### src/rtl/matrix_scan_pwm.sv
// matrix_scan_pwm: double-buffered ROWSxCOLS LED column scanner with blanking.
// Per-column PWM brightness gating is built only when MATRIX_SCAN_PWM_EN is defined.
module matrix_scan_pwm #(
    parameter int ROWS        = 8,
    parameter int COLS        = 8,
    parameter int DWELL       = 16,
    parameter int BLANK_TICKS = 1,
    parameter int BW          = 5
) (
    input  logic                   CLK,
    input  logic                   RST_N,
    input  logic                   CE,
    input  logic [ROWS*COLS-1:0]   FRAME,
    input  logic                   LOAD,
    input  logic [BW-1:0]          BRIGHT,
    output logic [ROWS-1:0]        ROW,
    output logic [COLS-1:0]        COL,
    output logic                   BUSY,
    output logic                   FRAME_SYNC
);

    localparam int N    = ROWS * COLS;
    localparam int TMAX = (DWELL > BLANK_TICKS) ? DWELL : BLANK_TICKS;
    localparam int TW   = (TMAX > 1) ? $clog2(TMAX) : 1;
    localparam int CW   = (COLS > 1) ? $clog2(COLS) : 1;

    localparam logic [TW-1:0] T_SCAN_LAST  = TW'(DWELL - 1);
    localparam logic [TW-1:0] T_BLANK_LAST =
        TW'((BLANK_TICKS > 0) ? BLANK_TICKS - 1 : 0);
    localparam logic [CW-1:0] C_LAST       = CW'(COLS - 1);
    localparam logic [TW-1:0] T_ONE        = TW'(1);
    localparam logic [CW-1:0] C_ONE        = CW'(1);

    typedef enum logic [0:0] {
        ST_BLANK = 1'b0,
        ST_SCAN  = 1'b1
    } state_t;

    // With no blank interval the scanner lives permanently in SCAN.
    localparam state_t ST_RESET = (BLANK_TICKS > 0) ? ST_BLANK : ST_SCAN;

    state_t                    state;
    state_t                    nxt_state;
    logic [CW-1:0]             col;
    logic [CW-1:0]             nxt_col;
    logic [TW-1:0]             t;
    logic [TW-1:0]             nxt_t;

    logic [N-1:0]              front;
    logic [N-1:0]              back;
    logic [N-1:0]              nxt_front;
    logic                      busy;

    logic                      last_scan;
    logic                      boundary;
    logic                      swap;
    logic                      row_on;
    logic [COLS-1:0][ROWS-1:0] front_cols;

    // Scan sequencer state: advances only on CE ticks.
    always_ff @(posedge CLK) begin
        if (!RST_N) begin
            state <= ST_RESET;
            col   <= '0;
            t     <= '0;
        end else if (CE) begin
            state <= nxt_state;
            col   <= nxt_col;
            t     <= nxt_t;
        end
    end

    // Next-state: dwell counting, column advance and blank insertion.
    always_comb begin
        nxt_state = state;
        nxt_col   = col;
        nxt_t     = t;
        last_scan = 1'b0;
        unique case (state)
            ST_BLANK: begin
                if (t == T_BLANK_LAST) begin
                    nxt_state = ST_SCAN;
                    nxt_t     = '0;
                end else begin
                    nxt_t = t + T_ONE;
                end
            end
            ST_SCAN: begin
                if (t == T_SCAN_LAST) begin
                    last_scan = 1'b1;
                    nxt_t     = '0;
                    nxt_col   = (col == C_LAST) ? '0 : col + C_ONE;
                    nxt_state = (BLANK_TICKS > 0) ? ST_BLANK : ST_SCAN;
                end else begin
                    nxt_t = t + T_ONE;
                end
            end
            default: begin
                nxt_state = ST_BLANK;
                nxt_t     = '0;
            end
        endcase
    end

    // The frame ends on the final dwell tick of the last column.
    assign boundary  = last_scan && (col == C_LAST);
    assign swap      = CE && boundary && busy;
    assign nxt_front = swap ? back : front;
    assign BUSY      = busy;

    // Front/back buffers: swap only at a frame boundary so frames never tear.
    always_ff @(posedge CLK) begin
        if (!RST_N) begin
            front <= '0;
            back  <= '0;
            busy  <= 1'b0;
        end else begin
            if (swap) begin
                front <= back;
            end
            if (LOAD) begin
                back <= FRAME;
                busy <= 1'b1;
            end else if (swap) begin
                busy <= 1'b0;
            end
        end
    end

    // Regroup the frame so each column's row bits are one vector;
    // pixel (0,0) sits at the MSB of FRAME.
    for (genvar c = 0; c < COLS; c++) begin : g_col
        for (genvar r = 0; r < ROWS; r++) begin : g_row
            assign front_cols[c][r] =
                nxt_front[(ROWS - 1 - r) * COLS + (COLS - 1 - c)];
        end
    end

`ifdef MATRIX_SCAN_PWM_EN
    localparam int EW = (TW > BW) ? TW : BW;

    logic [BW-1:0] b;
    logic [BW-1:0] nxt_b;
    logic          enter_scan;

    assign enter_scan = (nxt_state == ST_SCAN) &&
                        ((state == ST_BLANK) || last_scan);

    // Brightness is sampled once per column so it never shifts mid-dwell.
    always_ff @(posedge CLK) begin
        if (!RST_N) begin
            b <= '0;
        end else if (CE && enter_scan) begin
            b <= BRIGHT;
        end
    end

    assign nxt_b  = enter_scan ? BRIGHT : b;
    assign row_on = EW'(nxt_t) < EW'(nxt_b);
`else
    logic unused_bright;

    assign unused_bright = ^BRIGHT;
    assign row_on        = 1'b1;
`endif

    // Pin drive is registered from the post-tick state, so pins track the FSM.
    always_ff @(posedge CLK) begin
        if (!RST_N) begin
            ROW        <= '0;
            COL        <= '0;
            FRAME_SYNC <= 1'b0;
        end else begin
            FRAME_SYNC <= CE && boundary;
            if (CE) begin
                if (nxt_state == ST_SCAN) begin
                    ROW <= front_cols[nxt_col] & {ROWS{row_on}};
                    COL <= COLS'(1) << nxt_col;
                end else begin
                    ROW <= '0;
                    COL <= '0;
                end
            end
        end
    end

endmodule

### config.mk
export PLATFORM = sky130hd
export DESIGN_NAME = matrix_scan_pwm
export DESIGN_NICKNAME = d
export VERILOG_FILES = /design/src/rtl/matrix_scan_pwm.sv
export SDC_FILE = /design/constraint.sdc
export NUM_CORES = 1
export LEC_CHECK = 0
export BUFFER_PORTS_ARGS = -buffer_cell sky130_fd_sc_hd__buf_2
export CORE_MARGIN = 3
export CORE_UTILIZATION = 49
export DETAILED_ROUTE_END_ITERATION = 8
export PLACE_DENSITY = 0.74
export SYNTH_ARGS = -nofsm -noshare
export SYNTH_HDL_FRONTEND = slang
export SYNTH_SLANG_ARGS = --single-unit
### constraint.sdc
create_clock -name CLK -period 2.36 [get_ports CLK]
set_clock_uncertainty 0.1 [all_clocks]
set_input_delay 0.354 -clock CLK [delete_from_list [all_inputs] [get_ports CLK]]
set_output_delay 0.354 -clock CLK [all_outputs]
set_load 0.05 [all_outputs]
==> out/qor.yml <==
ios: 91
area_growth_pct: 24.8
ys_seq_area_share_pct: 50.2
setup_viol: 0
drt_iter0_drc: 341
finalNetCount: 829
synth.area.top_cells: "dfxtp_1 (50%), mux2i_1 (18%), nor2_1 (8.3%), nand2_1 (4.0%), a21oi_1 (2.9%)"
end_kind: "flip-flop"
fillCellCount: 1027
rsz0062_at_grt: "yes"
grt_pass1_vias: 4932
cts-root-buf: "clkbuf_16"
p_leak_uw: 0.00359
dp_hpwl_um: 9850
async_reset_ff_share_pct: 0
drc_errors: 0
max_slew_margin_pct: 38.6
grt_max_degree: 91
cts_tree: "yes"
fp-row-count: 40
vdd_drop_max_mv: 0.503
clockBufferDepth: 2
htreeDepth: 4
synth_top_area_share_pct: 50.2
start_util_pct: 50.5
placed_area_um2: 6870
drive_gt1_share_pct: 23.5
stdcell_area_um2: 7670
startpoint_type: "flip-flop"
fmax_ghz: 0.430
crit_required_ns: 2.58
grt.total_usage_pct: 20.9
die_h_um: 118
synth_top_area_cell: "dfxtp_1"
yosys_warnings: 0
ys_seq_elements: 154
dieArea_um2: 13900
synth-edff-count: 0
gr-total-overflow: 0
regArea_um2: 3080
route.vias.total: 4953
timing.setup.tns_ns: 0
drv_cap: 0
yosysMostFrequentCell: "dfxtp_1"
critPathLaunch: "col[0]"
antenna_cells: 0
grt_pass1_wl_um: 23600
viasPerCell: 5.31
wl_per_cell_um: 15.6
first_pass_iters: 5
multi_input_area_um2: 2870
syn_inst: 651
worst_pin_slew_ns: 0.920
critPathKind: "reg2reg"
syn-num-nets: 728
io_buffer_count: 85
ys_types: 41
arrival_ns: 2.54
worstPathMaxFanout: 8
finalCritPeriodShare_pct: 98.5
die_w_um: 118
min_from: "FRAME[18]"
clk_pin_slew_worst_paths_ns: 0.06
ctsHoldBuffers: 0
clk_latency_ns: 0.42
syn_area_um2: 6150
ant_nets: 0
outcome: "finished, final reports clean"
cts_sinks: 154
p_per_area_nw_per_um2: 801
cts_buffers: 17
final-hold-violation-count: 0
fin_cells: 933
synthTopCellsByCount: "dfxtp_1 (154), nor2_1 (136), mux2i_1 (111)"
timing.rr.start: "col[0]"
coreArea_um2: 12200
postSynthAreaPerCell_um2: 9.44
wirelength_um: 14500
drv_slew: 0
gp_congestion: 0.828
dp_cells: 890
worstHoldPathType: "in2reg"
synth_ff_type: "dfxtp_1"
min_period_ns: 2.33
antenna_found_initial: 0
placed cells by master (no fill, tap or decap), types with 2 or more instances in the layout:
| master | count |
|---|---|
| a211oi_1 | 4 |
| a21oi_1 | 36 |
| a22oi_1 | 21 |
| a31oi_1 | 7 |
| a32oi_1 | 6 |
| buf_12 | 10 |
| buf_2 | 84 |
| buf_4 | 30 |
| bufinv_16 | 4 |
| clkbuf_16 | 17 |
| clkbuf_8 | 3 |
| clkinv_2 | 4 |
| clkinvlp_4 | 4 |
| dfxtp_1 | 153 |
| ha_1 | 3 |
| inv_1 | 6 |
| mux2_4 | 3 |
| mux2i_1 | 105 |
| mux2i_2 | 6 |
| mux2i_4 | 2 |
| nand2_1 | 65 |
| nand2b_1 | 2 |
| nand3_1 | 9 |
| nand4_1 | 2 |
| nor2_1 | 135 |
| nor2_2 | 2 |
| nor2_4 | 4 |
| nor4_1 | 4 |
| o211ai_1 | 7 |
| o21ai_0 | 10 |
| o21ai_1 | 2 |
per-stage QoR:
step	hold WS (ns)	worst slack, ns	utilization [%]	total power (uW)
5_1_grt	0.0661	-0.0335	63.1	6350
6_report	0.0762	0.0346	63.1	6140
3_3_place_gp	0.341	0.0234	56.5	3280
2_1_floorplan	0.331	0.157	-	3110
3_5_place_dp	0.349	-0.0356	56.5	3300
4_1_cts	0.0639	0.0115	62.3	6170
cells by family after synthesis:
family / Yosys count / synth area share (%)
buf+inv: 49 / 4.15
xor+xnor: 2 / 0.285
mux: 116 / 19.2
fa+ha+maj: 4 / 0.814
flops: 154 / 50.2
compound gates: 98 / 10.1
simple gates: 228 / 15.3
critical path, cell delays in order (launching register included):
cell and delay (ns):
dfxtp_1 0.31, ha_1 0.20, ha_2 0.21, nor2_1 0.23
mux2i_4 0.13, nor2_2 0.45, a22oi_1 0.17, a32o_1 0.28
a21o_1 0.14
cell type report:
type | instances | share of cell area [%]
clock inverters | 12 | 2.22
inverters | 7 | 0.375
flip-flops and latches | 154 | 40.2
repair buffers | 124 | 11.0
clock buffers | 20 | 6.08
well taps | 168 | 2.74
multi-input cells | 448 | 37.4
layer usage:
metal	global-route usage, %	vias up	wire length (um)
li1	-	2445	-
met4	8.42	0	212
met5	0	-	0
met3	5.67	18	826
met1	26.3	2335	6360
met2	34.2	155	7110
worst paths after layout:
kind / depth (start not counted) / slack, ns / endpoint
max reg2reg: 8 / 0.03 / ROW[5]
min: 3 / 0.08 / back[18]
min reg2reg: 2 / 0.36 / front[56]
max: 8 / 0.03 / ROW[5]
power by group:
| group | internal, uW | switching, uW | leakage (uW) |
|---|---|---|---|
| sequential | 2690 | 60.5 | 0.00126 |
| combinational | 219 | 293 | 0.00203 |
| clock | 1850 | 1040 | 0.000304 |
| total | 4750 | 1390 | 0.00359 |
timing repair:
item	4_1_cts	5_1_grt
gates cloned	0	0
buffers inserted	7	4
pin swaps	3	3
resized for setup	0	14
setup endpoints to repair	4	8
registers in the layout, summed over array words and instances (netlist names):
register	flops
BUSY	1
COL	8
FRAME_SYNC	1
ROW	8
back	64
col	3
front	64
state	1
t	4
No activity file was read; power rests on OpenSTA's default activity.
